$ cat src/rtl/ap_prof_pkg.sv
// ap_prof_pkg: shared record type, flag bit positions and FSM states for the transaction profiler.
package ap_prof_pkg;
  localparam int P_CNT_W = 32;
  localparam int P_ID_W = 16;
  localparam int FLAG_INCOMPLETE = 0;
  localparam int FLAG_ORPHAN = 1;
  typedef enum logic [1:0] {RUN, DRAIN, DONE} prof_state_t;
  typedef struct packed {
    logic [P_ID_W-1:0] id;
    logic [P_CNT_W-1:0] start_ts;
    logic [P_CNT_W-1:0] latency;
    logic [P_CNT_W-1:0] interval;
    logic [1:0] flags;
  } prof_rec_t;
endpackage

$ cat src/rtl/prof_sync_fifo.sv
// prof_sync_fifo: synchronous FIFO; a write while full is accepted only if a read frees a slot that cycle.
module prof_sync_fifo #(
  parameter int W = 8,
  parameter int DEPTH = 4
) (
  input  logic clock,
  input  logic reset,
  input  logic wr,
  input  logic [W-1:0] din,
  input  logic rd,
  output logic [W-1:0] dout,
  output logic full,
  output logic empty
);
  localparam int AW = $clog2(DEPTH);
  logic [W-1:0] mem [DEPTH];
  logic [AW:0] wp, rp;
  logic do_rd, do_wr;
  assign empty = wp == rp;
  assign full = (wp[AW] != rp[AW]) && (wp[AW-1:0] == rp[AW-1:0]);
  assign do_rd = rd && !empty;
  assign do_wr = wr && (!full || do_rd);
  assign dout = mem[rp[AW-1:0]];
  always_ff @(posedge clock) begin
    if (reset) begin
      wp <= '0;
      rp <= '0;
    end else begin
      if (do_wr) wp <= wp + 1'b1;
      if (do_rd) rp <= rp + 1'b1;
    end
    if (do_wr) mem[wp[AW-1:0]] <= din;
  end
endmodule

$ cat src/rtl/ap_txn_profiler.sv
// ap_txn_profiler: turns ap_ctrl handshakes into per-transaction records on a valid/ready stream.
module ap_txn_profiler
  import ap_prof_pkg::*;
#(
  parameter int CNT_W = P_CNT_W,
  parameter int ID_W = P_ID_W,
  parameter int INFLIGHT = 4,
  parameter int OUT_DEPTH = 8
) (
  input  logic clock,
  input  logic reset,
  input  logic ap_start,
  input  logic ap_ready,
  input  logic ap_done,
  input  logic ap_continue,
  input  logic finish,
  output logic rec_valid,
  input  logic rec_ready,
  output logic [ID_W-1:0] rec_id,
  output logic [CNT_W-1:0] rec_start_ts,
  output logic [CNT_W-1:0] rec_latency,
  output logic [CNT_W-1:0] rec_interval,
  output logic [1:0] rec_flags,
  output logic [15:0] drop_cnt,
  output logic busy,
  output logic done_all
);
  prof_state_t state;
  prof_rec_t rec, head;
  logic [CNT_W-1:0] now, last_ts, if_dout;
  logic [ID_W-1:0] id;
  logic start_pending, have_last;
  logic if_full, if_empty, out_full, out_empty;
  logic start_ev, done_ev, flush, orphan, if_pop, if_push, start_drop, gen, out_push, rec_drop;
  assign start_ev = state == RUN && !finish && ap_start && !start_pending;
  assign done_ev = state != DONE && ap_done && ap_continue;
  assign flush = state == DRAIN && !done_ev && !if_empty && !out_full;
  assign orphan = done_ev && if_empty && !start_ev;
  assign if_pop = (done_ev || flush) && !if_empty;
  // A start coinciding with done on an empty queue bypasses the queue entirely.
  assign if_push = start_ev && !(done_ev && if_empty) && (!if_full || if_pop);
  assign start_drop = start_ev && !(done_ev && if_empty) && if_full && !if_pop;
  assign gen = done_ev || flush;
  assign out_push = gen && !out_full;
  assign rec_drop = gen && out_full;
  // Records leave in start order, so the interval is measured against the previous record's start.
  always_comb begin
    rec = '0;
    rec.id = id;
    rec.start_ts = if_empty ? now : if_dout;
    rec.latency = if_empty ? {{(CNT_W-1){1'b0}}, start_ev} : now - if_dout + 1'b1;
    rec.interval = (orphan || !have_last) ? '0 : rec.start_ts - last_ts;
    rec.flags[FLAG_INCOMPLETE] = flush;
    rec.flags[FLAG_ORPHAN] = orphan;
  end
  always_ff @(posedge clock) begin
    if (reset) begin
      state <= RUN;
      now <= '0;
      id <= '0;
      last_ts <= '0;
      have_last <= 1'b0;
      start_pending <= 1'b0;
      drop_cnt <= '0;
    end else begin
      now <= now + 1'b1;
      start_pending <= start_ev ? !ap_ready : (ap_ready ? 1'b0 : start_pending);
      state <= (state == RUN && finish) ? DRAIN : (state == DRAIN && if_empty) ? DONE : state;
      if (gen) id <= id + 1'b1;
      if (gen && !orphan) begin
        last_ts <= rec.start_ts;
        have_last <= 1'b1;
      end
      if ((start_drop || rec_drop) && drop_cnt != 16'hFFFF) drop_cnt <= drop_cnt + 1'b1;
    end
  end
  prof_sync_fifo #(.W(CNT_W), .DEPTH(INFLIGHT)) u_inflight (
    .clock(clock), .reset(reset), .wr(if_push), .din(now), .rd(if_pop),
    .dout(if_dout), .full(if_full), .empty(if_empty)
  );
  prof_sync_fifo #(.W($bits(prof_rec_t)), .DEPTH(OUT_DEPTH)) u_out (
    .clock(clock), .reset(reset), .wr(out_push), .din(rec), .rd(rec_ready),
    .dout(head), .full(out_full), .empty(out_empty)
  );
  assign rec_valid = !out_empty;
  assign rec_id = head.id;
  assign rec_start_ts = head.start_ts;
  assign rec_latency = head.latency;
  assign rec_interval = head.interval;
  assign rec_flags = head.flags;
  assign busy = !if_empty || state == DRAIN;
  assign done_all = state == DONE;
endmodule

$ cat config.mk
export PLATFORM = sky130hd
export DESIGN_NAME = ap_txn_profiler
export DESIGN_NICKNAME = d
export VERILOG_FILES = /design/src/rtl/ap_prof_pkg.sv /design/src/rtl/prof_sync_fifo.sv /design/src/rtl/ap_txn_profiler.sv
export SDC_FILE = /design/constraint.sdc
export NUM_CORES = 1
export LEC_CHECK = 0
export ABC_AREA = 1
export ABC_CLOCK_PERIOD_IN_PS = 11000
export CELL_PAD_IN_SITES_DETAIL_PLACEMENT = 1
export CELL_PAD_IN_SITES_GLOBAL_PLACEMENT = 2
export CORE_MARGIN = 2
export CORE_UTILIZATION = 35
export DETAILED_ROUTE_END_ITERATION = 10
export PLACE_DENSITY = 0.75
export SYNTH_ARGS = -nofsm -noshare
export SYNTH_HDL_FRONTEND = slang
export SYNTH_HIERARCHICAL = 1
export SYNTH_SLANG_ARGS = --single-unit
$ cat constraint.sdc
create_clock -name clock -period 11 [get_ports clock]
set_input_delay 2.75 -clock clock [delete_from_list [all_inputs] [get_ports clock]]
set_output_delay 2.75 -clock clock [all_outputs]
set_load 0.005 [all_outputs]
==> results, run 1 <==
- The run finished with clean final reports.
- The tool flagged a number of max-cap violations equal to 0.
- Among all stages on the critical path, the largest delay is contributed by buf_4.
- Clock skew on the completed layout was measured at 0.03776 ns.
- Setup total negative slack on the finished layout was measured at 0 ns.
- The normalized max-slew margin is between 10% and 20%.
- The number of setup buffers added after CTS is 0.
- In this run the standard cell core region covers around 150,000 um^2.
- The total overflow left after global routing is 0.
- The maximum number of pins on one net before global-route repair is 219.
- The cell area after synthesis is 51,650 um^2.
- The worst slack after detailed placement is 3.956 ns.
- The clock input transition at the sequential cells of the worst setup and hold paths is approximately 0.06 ns.
- The most used flip-flop cell after synthesis is edfxtp_1.
- The required time reported for the critical path endpoint is 8.25 ns.
- The minimum period implied by the final worst setup slack is slightly below 8 ns.
- After clock tree synthesis, the flow added hold-fix buffers numbering 0.
- The post-CTS resize count is 0.
- Clock latency on the worst-skew pair, taken at its later pin, is 0.75 ns.
- Counting every instance in the synthesized netlist gives ~5,000.
- The initial core utilization is ~35%.
- The congestion estimate from routability-driven global placement came to slightly below 0.9.
- 141 I/O pins were placed.
- The fraction of final layout cells sized beyond drive strength 1 is roughly 6.5%.
- The critical path startpoint category is a flop.
- The initial antenna violation count was 5.
- The routed via count divided by cell count is 5.113.
- In this run the vertical extent of the chip is approximately 390 um.
- The number of iterations in the first detailed-routing pass is 5.
- STA classifies the critical path endpoint as a primary output.
- The number of endpoints with negative hold slack in the final report is 0.
- In this run the mean area of a mapped cell was 10.27 um^2.
- The worst hold path was traced through 2 stages.
- The worst stage delay on the critical path is 0.90 ns.
- The worst path meets setup with 3.094 ns of slack.
- Input and output buffers added on the ports amount to 140.
- Setup repair after global routing left no endpoint under its margin.
- The startpoint identified for the worst hold timing path is last_ts[10]$_SDFFE_PP0P_.
- The Yosys step of the flow raised 6 warnings.
- Ranked by total cell area, the synthesized netlist is headed by edfxtp_1 60%, nand2_1 7.0%, nor2_1 6.4%, o21ai_0 5.5%, dfxtp_1 4.6%.
- The final count of pins violating max slew is 0.
- The via count of the first global-routing pass is 37,449.
- Measured along the x axis, the die boundary spans 388.2 um.
- The CTS tree is built.
- The HPWL after detailed placement is 94,220 um.
- Grouping stages by cell kind, the critical path spends the most delay in buffers and inverters.
- The sequential share of the synthesized area is 65.08%.
- Synthesis produced a netlist with a net count of between 5,000 and 6,000.
- The power density normalized to cell area is 186.8 nW/um^2.
- The maximum buffer depth of the clock tree is 3.
- The area growth from synthesis to final layout is 14.56%.
- In this run the core area contains 140 standard-cell rows.
- Setup violations remaining at the end of the flow were counted as 0.
- The top cell type by total area after synthesis is edfxtp_1.
- The endpoint of the worst hold path is last_ts[10]$_SDFFE_PP0P_.
- The cell area reported after detailed placement is 55,110 um^2.
- In this run the remaining antenna-violating nets after routing total 0.
- After detailed routing, the average wire length per cell comes to between 20 and 25 um.
- Clock tree synthesis inserted a total of roughly 120 buffers.
- Clock tree synthesis found a total of between 1,000 and 1,500 sinks.
- The die area is 150,700 um^2.
- The setup check on the worst reg-to-reg path leaves a slack of slightly below 6 ns.
- In the synthesized netlist the async set-or-reset flop fraction comes to 0%.
- Derived from the worst setup path, the maximum achievable clock frequency is 0.1265 GHz.
- The number of synthesized flops with an enable pin is about 1,000.
- VDD sags by at most between 0.0001 and 0.00015 V.
- For this run, design rule violations remaining after detail routing come to 0.
- The layout has 16,161 filler cells.
- The class of the tightest hold or removal check is flop to flop.
- The placed cell count is 6,940.
- The type of the setup path with the least slack is flop to primary output.
- The number of cells on the worst reg-to-reg path is 18.
- The slew of the pin with the lowest slew margin is between 1 and 1.5 ns.
- The signal on the critical path passes through buf_12 -> buf_4 -> buf_4 -> o21ai_0 -> o21ai_0 -> a21oi_1 -> a31oi_1 -> clkdlybuf4s50_1.
- The arrival time at the worst endpoint is around 5.2 ns.
- The post-route cell area is 59,170 um^2.
- The final critical path takes up roughly 70% of the cycle.
- Of all nets on the critical path, the largest fanout is 218.
- Synthesis inferred around 1,200 register bits.
- The area share of the largest cell type after synthesis is 60.47%.
- Counting both buffers and inverters, the worst setup path holds a total of 4.
- Summed over all layers, the routed wires come to roughly 150,000 um.
- The H-tree was split into 3 levels.
- The number of standard cells in the final layout excluding fillers is 7,174.
- The cell leakage power is 21.79 nW.
- The first-pass GRT wire length is between 200,000 and 250,000 um.
- The cell sitting at the root of the clock tree is a clkbuf_16.
- The worst register-to-register path ends at u_out/mem[2][23]$_DFFE_PP_.
- For this block, the via count after detailed routing is about 37,000.
- The global-route total usage across every layer is 20.08%.
- Counting distinct cell types in the post-synthesis netlist gives 49.
- After the last flow step, the layout net total stands at between 5,000 and 6,000.
- The first routing iteration left 2,505 violations.
[layer usage]
layer	global-route usage (%)	vias up	wire [um]
met1	28.14	18395	73050
met4	5.787	2	3585
met3	2.460	177	5726
li1	-	17472	-
met5	0	-	9
met2	32.70	632	71490
[how the worst max path moves through the flow]
| stage | slack [ns] | endpoint | cells after the start | startpoint |
|---|---|---|---|---|
| floorplan | 2.07 | u_out/mem[1][0]$_DFFE_PP_ | 8 | ap_continue |
| detailed placement | 3.96 | rec_start_ts[0] | 8 | flop |
| finish | 3.09 | rec_start_ts[0] | 8 | flop |
| global placement | 3.92 | rec_start_ts[0] | 8 | flop |
| CTS | 3.13 | rec_start_ts[0] | 8 | flop |
| global route | 2.86 | rec_start_ts[0] | 8 | flop |
[cells in the mapped netlist (all sizes together), types with 14 or more instances]
library cell / n
o22ai: 32
edfxtp: 1040
nor3: 39
nor2: 887
inv: 390
o21ai: 630
a31oi: 114
nand4: 24
nand3: 101
buf: 108
dfxtp: 119
clkbuf: 117
ha: 110
nand2: 968
xnor2: 14
xor2: 22
a21oi: 268
[area by class of cell]
type	instances	area [um^2]	share of cell area [%]
Sequential cell	1159	33620	56.83
Multi-Input combinational cell	3252	15550	26.28
Clock buffer	158	3281	5.545
Tap cell	1917	2399	4.054
Timing Repair Buffer	221	2046	3.457
Inverter	391	1490	2.519
Clock inverter	74	773.2	1.307
Antenna cell	2	5.005	0.008459
[sequential cells by signal (all words and copies together), names as in the netlist, named ones only]
name            cells
u_inflight/rp       3
have_last           1
u_out/rp            4
drop_cnt           16
u_out/mem         912
u_inflight/mem    128
start_pending       1
id                 16
now                32
last_ts            32
u_inflight/wp       3
state               2
u_out/wp            4
[per-stage QoR]
step | power (mW) | hold slack (ns) | util, %
2_1_floorplan | 6.138 | 0.4331 | -
3_3_place_gp | 6.962 | 0.4446 | 37.71
3_5_place_dp | 6.989 | 0.4517 | 37.72
4_1_cts | 11.18 | 0.4608 | 40.50
5_1_grt | 11.53 | 0.4813 | 40.50
6_report | 11.05 | 0.4591 | 40.50
[kinds of logic after synthesis]
logic type	synth area share, %
buf+inv	4.976
compound gates	10.69
fa+ha+maj	2.742
flops	65.08
simple gates	15.89
xor+xnor	0.6250
[tightest hold or removal path: stages (launching register included)]
cell	delay, ns
dfxtp_1	0.30
inv_1	0.06
a21oi_1	0.05
[layout by cell type (no fill, tap or decap), drive strengths merged, types with 3 or more instances in the layout]
master	count
a31oi	114
nand4	24
ha	110
dfxtp	119
clkdlybuf4s50	139
a21oi	268
clkbuf	158
nand2	968
nand3b	8
o21bai	4
nor2	887
nor3	39
and2	11
o21ai	630
clkinvlp	7
xnor2	14
inv	395
or2	5
nor3b	3
buf	82
clkinv	49
bufinv	14
edfxtp	1040
xor2	22
o22ai	32
nand3	101
[where the power goes]
part / switching [mW] / internal [mW] / total (mW)
combinational: 1.29 / 0.630 / 1.92
clock: 1.75 / 2.43 / 4.18
sequential: 0.0331 / 4.93 / 4.96
(Power assumes the default switching activity.)
==> run 2, diff against run 1 <==
--- a/config.mk
+++ b/config.mk
@@ -6,7 +6,7 @@
 export NUM_CORES = 1
 export LEC_CHECK = 0
 export ABC_AREA = 1
-export ABC_CLOCK_PERIOD_IN_PS = 11000
+export ABC_CLOCK_PERIOD_IN_PS = 7600
 export CELL_PAD_IN_SITES_DETAIL_PLACEMENT = 1
 export CELL_PAD_IN_SITES_GLOBAL_PLACEMENT = 2
 export CORE_MARGIN = 2
==> constraint.sdc (replaced) <==
create_clock -name clock -period 7.6 [get_ports clock]
set_input_delay 1.9 -clock clock [delete_from_list [all_inputs] [get_ports clock]]
set_output_delay 1.9 -clock clock [all_outputs]
set_load 0.005 [all_outputs]
==> run 2 against run 1 <==
Net effect: first-iteration DRC count down 3.4%; routed wire length up 0.23%; final cell count down 0.26%; flip-flop and latch count unchanged; clock power up 42%.
==> results, run 2 (synthesis results as in run 1) <==
- The TritonCTS buffer count is 120.
- The height of the chip is 388.2 um.
- In this run the worst path has a maximum fanout of 177.
- Setup violations remaining at the end of the flow were counted as 0.
- The final total power is 15.89 mW.
- The net count of the finished layout is 5,252.
- The initial antenna violation count is 2.
- After detailed routing, the number of remaining DRC violations is 0.
- Once placement finished, the instance area stood at 55,190 um^2.
- The first global-routing pass estimated between 200,000 and 250,000 um of wire.
- The cell leakage power is 21.73 nW.
- The tree is rooted in a clkbuf_16.
- In the layout the commonest cells are 1,040 x edfxtp_1, 959 x nand2_1, 866 x nor2_1.
- At the pin with the least slew margin, the transition time is 1.263 ns.
- The library cell used most frequently in the layout, excluding fill and tap cells, is edfxtp_1.
- Leaving out filler cells and counting taps, the final layout contains 7,155.
- At the worst endpoint, the required time is roughly 5.7 ns.
- The worst stage delay on the critical path is 0.90 ns.
- The core footprint is 146,100 um^2.
- The cell occurring most often along the worst timing path is o21ai_0.
- The minimum period implied by the final worst setup slack is 6.091 ns.
- The number of buffers and inverters on the critical path is 2.
- The post-CTS resize count is 0.
- From left edge to right edge, the die measures 388.2 um.
- Timing analysis after detailed placement gives a worst setup slack of about 2.2 ns.
- Summing all non-filler instances in the final layout gives an area of 59,170 um^2.
- The site row count is between 100 and 150.
- The die covers between 150,000 and 200,000 um^2.
- In this run the number of H-tree levels came out at 3.
- The class of the tightest hold or removal check is flop to flop.
- The cell at the slowest stage of the critical path is dfxtp_4.
- At the end of routability-driven placement, the weighted congestion stood at 0.8581.
- The global-route total usage across every layer is 20.29%.
- The count of max-cap constraint violations is 0.
- Traced cell by cell, the critical path runs through buf_12 -> o21ai_0 -> o21ai_0 -> a21oi_1 -> a31oi_1 -> clkdlybuf4s50_1.
- The via count of the first global-routing pass was 37,762.
- After layout, the worst setup slack is 1.509 ns.
- Data arrives at the worst endpoint at 4.19 ns.
- The area growth from synthesis to final layout is 14.56%.
- The flow ran to the end, and the final reports show no timing, DRC or antenna violations.
- The cell family contributing the most delay on the critical path is buffers and inverters.
- The post-route netlist has 6.338% of its cells at a drive strength greater than 1.
- The placed cell count is 6,927.
- 0 antenna diodes ended up in the layout.
- The number of setup buffers added after CTS is 0.
- The worst-case IR drop observed on VDD is 0.0001900 V.
- During I/O placement, the number of pins put on the boundary was 141.
- Dividing the detail-routed wire length by the instance count gives 21.55 um.
- The post-route fraction of the period consumed by the critical path is 80.14%.
- The final layout contains routed wiring with a total length of 154,200 um.
- For this run, the detailed router's first-pass iteration total came to 5.
- Entering global routing, the biggest net connects 190 pins.
- Setup repair after global routing left no endpoint under its margin.
- The initial DRC count is 2,421.
- The detailed-route via count is 36,623.
- STA classifies the critical path startpoint as a flop.
- The CTS tree is built.
- The maximum buffer depth of the clock tree is 3.
- The number of routed nets with antenna violations is 0.
- Static timing analysis puts the maximum clock frequency at approximately 0.16 GHz.
- The worst setup path is captured at a primary output.
- CTS saw 1,159 sinks.
- The number of endpoints with negative hold slack in the final report is 0.
- The worst min-delay path startpoint is last_ts[14]$_SDFFE_PP0P_.
- The worst setup path is of the flop to primary output kind.
- The count of buffers from port buffering is 140.
- Between clock sinks in the finished design, the worst skew comes to 0.02926 ns.
- The global-route congestion overflow total is 0.
- The power density normalized to cell area is 268.6 nW/um^2.
- The number of flip-flops under the largest register name is 912.
- The final count of pins violating max slew is 0.
- Detailed placement ended at an HPWL of 94,400 um.
- Measured on the finished design, the core utilization comes to between 40 and 50%.
- The normalized max-slew margin is 15.58%.
- The clock insertion delay at the later pin of the skew report is 0.76 ns.
- The clock input transition at the sequential cells of the worst setup and hold paths is 0.06 ns.
- For this configuration, the core starts out at a cell density of 35.35%.
- The number of hold buffers added after CTS was 0.
- In this run the critical register-to-register path is launched from u_inflight/wp[0]$_SDFFE_PP0P_.
- In the routed layout, each cell is associated on average with a via count of between 5 and 6.
-- run 2: changes by cell type in the layout (fill, tap and decap cells not counted), moves of 4 or more --
cell	previous run	this run
clkbuf_16	124	120
bufinv_16	14	9
buf_4	77	51
clkbuf_8	5	17
clkinv_1	25	17
buf_12	3	17
-- run 2: cell type report --
class | count | area (um^2)
clock buffer | 167 | 3349
clock inverter | 61 | 629.4
fill | 16171 | 86920
inverter | 391 | 1490
multi-input combinational | 3252 | 15560
sequential | 1159 | 33620
tap | 1917 | 2399
timing repair buffer | 208 | 2120
-- run 2: path summary, 6_finish.rpt --
| path | slack (ns) | endpoint | cells past startpoint |
|---|---|---|---|
| hold / removal | 0.46 | last_ts[14]$_SDFFE_PP0P_ | 2 |
| setup reg to reg | 3.03 | u_out/mem[1][18]$_DFFE_PP_ | 16 |
| setup / recovery | 1.51 | rec_start_ts[1] | 6 |
| hold reg to reg | 0.46 | last_ts[14]$_SDFFE_PP0P_ | 2 |
-- run 2: worst register-to-register path, delay by kind of cell, from the launching register on --
kind	cells	cell delay, ns
AOI/OAI and AO/OA	1	0.28
adders and majority gates	1	0.40
xor gates and xnor gates	1	0.18
DFF	1	0.47
and+or+nand+nor	10	1.67
buffers and inverters	3	1.27
-- run 2: where the power goes --
part           switching, mW  internal (mW)
logic                   1.85          0.916
registers             0.0862           7.13
clock network           2.53           3.39
-- run 2: stage by stage --
step | setup TNS, ns | hold WS, ns
after floorplan | -385.53 | 0.4331
after global placement | 0 | 0.4433
after detailed placement | 0 | 0.4531
after CTS | 0 | 0.4621
after global routing | 0 | 0.4824
final | 0 | 0.4572
-- run 2: per-layer routing --
metal	track usage [%]	part of all wire (%)	vias up
met3	2.520	3.8	144
li1	-	-	17443
met4	5.264	2.1	0
met2	33.17	47	620
met5	0	0	-
met1	28.53	47	18416
==> run 3, diff against run 2 <==
--- a/config.mk
+++ b/config.mk
@@ -6,13 +6,13 @@
 export NUM_CORES = 1
 export LEC_CHECK = 0
 export ABC_AREA = 1
-export ABC_CLOCK_PERIOD_IN_PS = 7600
+export ABC_CLOCK_PERIOD_IN_PS = 5500
 export CELL_PAD_IN_SITES_DETAIL_PLACEMENT = 1
 export CELL_PAD_IN_SITES_GLOBAL_PLACEMENT = 2
 export CORE_MARGIN = 2
 export CORE_UTILIZATION = 35
 export DETAILED_ROUTE_END_ITERATION = 10
-export PLACE_DENSITY = 0.75
+export PLACE_DENSITY = 0.77
 export SYNTH_ARGS = -nofsm -noshare
 export SYNTH_HDL_FRONTEND = slang
 export SYNTH_HIERARCHICAL = 1
==> constraint.sdc (replaced) <==
create_clock -name clock -period 5.5 [get_ports clock]
set_input_delay 1.375 -clock clock [delete_from_list [all_inputs] [get_ports clock]]
set_output_delay 1.375 -clock clock [all_outputs]
set_load 0.005 [all_outputs]
==> run 3 against run 2 <==
Net effect: clock skew up 0.014 ns; flip-flop and latch count stayed put; worst setup slack worse by 1.1 ns; register-to-register slack worse by 2.3 ns; sequential share of layout area fell by 0.70 points.
==> results, run 3 (synthesis results as in run 1) <==
- Power spread over the standard cell area amounts to around 380 nW/um^2.
- The number of endpoints with negative hold slack in the final report is 0.
- Setup violations remaining at the end of the flow were counted as 0.
- After global routing the overflow that remains totals 0.
- The count of buffers from port buffering is 140.
- Leaving out fill and tap cells, the most frequent cell in the layout is edfxtp_1.
- In this run the deepest clock path goes through 3 buffers.
- The via count of the first global-routing pass is 38,197.
- For this block, the routed nets add up to 154,200 um of wire.
- The register with the most flip-flops in the layout has ~910 of them.
- The first-pass GRT wire length is 233,600 um.
- The end point of the critical path is rec_start_ts[21].
- The die width is 388.2 um.
- The site row count is 140.
- Before antenna repair, the detailed router went through 7 iterations.
- For the worst flop-to-flop path, the logic depth is 16.
- The post-CTS resize count is 0.
- Clock-pin slew was measured on the worst setup and hold paths at approximately 0.06 ns.
- In this run, CTS created clock tree buffers numbering 131.
- The slew of the pin with the lowest slew margin is between 1 and 1.5 ns.
- The last weighted congestion value of the routability-driven placer is 0.9096.
- The number of standard cells in the final layout excluding fillers is around 7,200.
- The clock insertion delay at the later pin of the skew report is 0.77 ns.
- The total area inside the core boundary comes to 146,100 um^2.
- The worst register-to-register path has a setup slack of ~0.68 ns.
- Buffers inserted to repair hold after CTS numbered 0.
- The minimum period implied by the final worst setup slack is 5.104 ns.
- In the final design database the tool counted 5,285 nets.
- The worst setup path is captured at a primary output.
- The number of setup buffers added after CTS is 0.
- The initial core utilization is 35.35%.
- The final count of pins violating max slew is 0.
- The detailed-route via count is roughly 37,000.
- The height of the chip is approximately 390 um.
- The detail route stage leaves a number of antenna-violating nets equal to 0.
- Setup repair after global routing left no endpoint under its margin.
- Clock skew on the completed layout was measured at 0.04348 ns.
- The initial DRC count is 2,493.
- The remaining design rule violation count is 0.
- The worst slack after detailed placement is 0.7319 ns.
- The arrival time at the worst endpoint is 3.73 ns.
- The area growth from synthesis to final layout is 15.98%.
- TritonCTS built the clock tree.
- In the layout the commonest cells are 1,040 x edfxtp_1, 959 x nand2_1, 866 x nor2_1.
- The worst setup path is of the flop to primary output kind.
- The critical path startpoint category is a flop.
- The detailed placement HPWL is 95,430 um.
- The tightest hold path in the finished design has a slack of 0.4569 ns.
- The maximum clock frequency is between 0.15 and 0.2 GHz.
- The worst stage delay on the critical path is 0.68 ns.
- The tightest min-delay check is of the flop to flop type.
- Summed over all cells, the static leakage comes to 22.07 nW.
- The cell at the slowest stage of the critical path is dfxtp_4.
- The peak ir drop on the vdd network is 0.0002390 V.
- The global-route total usage across every layer is a little over 20%.
- The required time reported for the critical path endpoint is 4.12 ns.
- For this design, the sink count on the clock tree is 1,159.
- The critical path goes through buf_4 -> o21ai_0 -> o21ai_0 -> a21oi_1 -> a31oi_1 -> clkdlybuf4s50_1.
- The placed cell count is 6,949.
- The maximum number of pins on one net before global-route repair is 145.
- The post-detailed-route wirelength per cell is 21.45 um.
- The floorplan step defined a die boundary enclosing about 150,000 um^2.
- The maximum net fanout on the critical path is 55.
- The number of H-tree levels is 4.
- 141 I/O pins were placed.
- The fraction of final layout cells sized beyond drive strength 1 is 7.002%.
- After layout, the worst setup slack is 0.3961 ns.
- Max-cap violations in this run came to 0.
- The routed via count divided by cell count is roughly 5.1.
- The accumulated negative setup slack is 0 ns.
- The flow ran to the end, and the final reports show no timing, DRC or antenna violations.
- CTS placed an instance of clkbuf_16 at the clock tree root.
- The terminus of the critical flop-to-flop path is u_out/mem[3][25]$_DFFE_PP_.
- The cell occurring most often along the worst timing path is o21ai_0.
- The post-route fraction of the period consumed by the critical path is 92.80%.
- The initial antenna violation count was 6.
- In this run the tightest slew margin relative to its limit is 24.25%.
[run 3: how the worst min path moves through the flow]
stage	start	endpoint	slack, ns	cells past startpoint
detailed placement	last_ts[23]$_SDFFE_PP0P_	last_ts[23]$_SDFFE_PP0P_	0.45	2
floorplan	last_ts[10]$_SDFFE_PP0P_	last_ts[10]$_SDFFE_PP0P_	0.43	2
global route	last_ts[14]$_SDFFE_PP0P_	last_ts[14]$_SDFFE_PP0P_	0.48	2
global placement	last_ts[24]$_SDFFE_PP0P_	last_ts[24]$_SDFFE_PP0P_	0.45	2
finish	last_ts[18]$_SDFFE_PP0P_	last_ts[18]$_SDFFE_PP0P_	0.46	2
CTS	last_ts[23]$_SDFFE_PP0P_	last_ts[23]$_SDFFE_PP0P_	0.46	2
[run 3: final cells by class]
class | instances | area, um^2
sequential | 1159 | 33620
multi-input combinational | 3252 | 15550
inverter | 391 | 1490
clock inverter | 60 | 799.5
fill | 16144 | 86190
timing repair buffer | 230 | 2397
clock buffer | 178 | 3640
tap | 1917 | 2399
antenna | 1 | 2.502
[run 3: metal layers]
layer | routed length [um] | track usage, % | vias up
met5 | 149 | 0.5742 | -
met4 | 3862 | 6.275 | 6
met3 | 6993 | 3.377 | 198
met2 | 70870 | 32.28 | 694
met1 | 72290 | 28.15 | 18549
li1 | - | - | 17507
[run 3: report_power, final]
| group | internal (mW) | switching (mW) | leakage [nW] |
|---|---|---|---|
| sequential | 9.85 | 0.100 | 10.6 |
| clock | 5.27 | 3.68 | 2.15 |
| combinational | 1.30 | 2.59 | 9.37 |
| total | 16.4 | 6.37 | 22.1 |
[run 3: critical path, delay by kind of cell (launching register included)]
kind / cells / cell delay (ns)
AOI/OAI and AO/OA: 4 / 1.02
buffers and inverters: 2 / 1.24
DFF: 1 / 0.68
[run 3: metrics by stage]
| stage | area [um^2] | total power, mW | utilization [%] |
|---|---|---|---|
| 2_1_floorplan | 51670 | 12.27 | - |
| 3_3_place_gp | 55460 | 13.99 | 37.96 |
| 3_5_place_dp | 55460 | 14.06 | 37.96 |
| 4_1_cts | 59900 | 23.05 | 41.00 |
| 5_1_grt | 59900 | 23.75 | 41.00 |
| 6_report | 59900 | 22.79 | 41.00 |
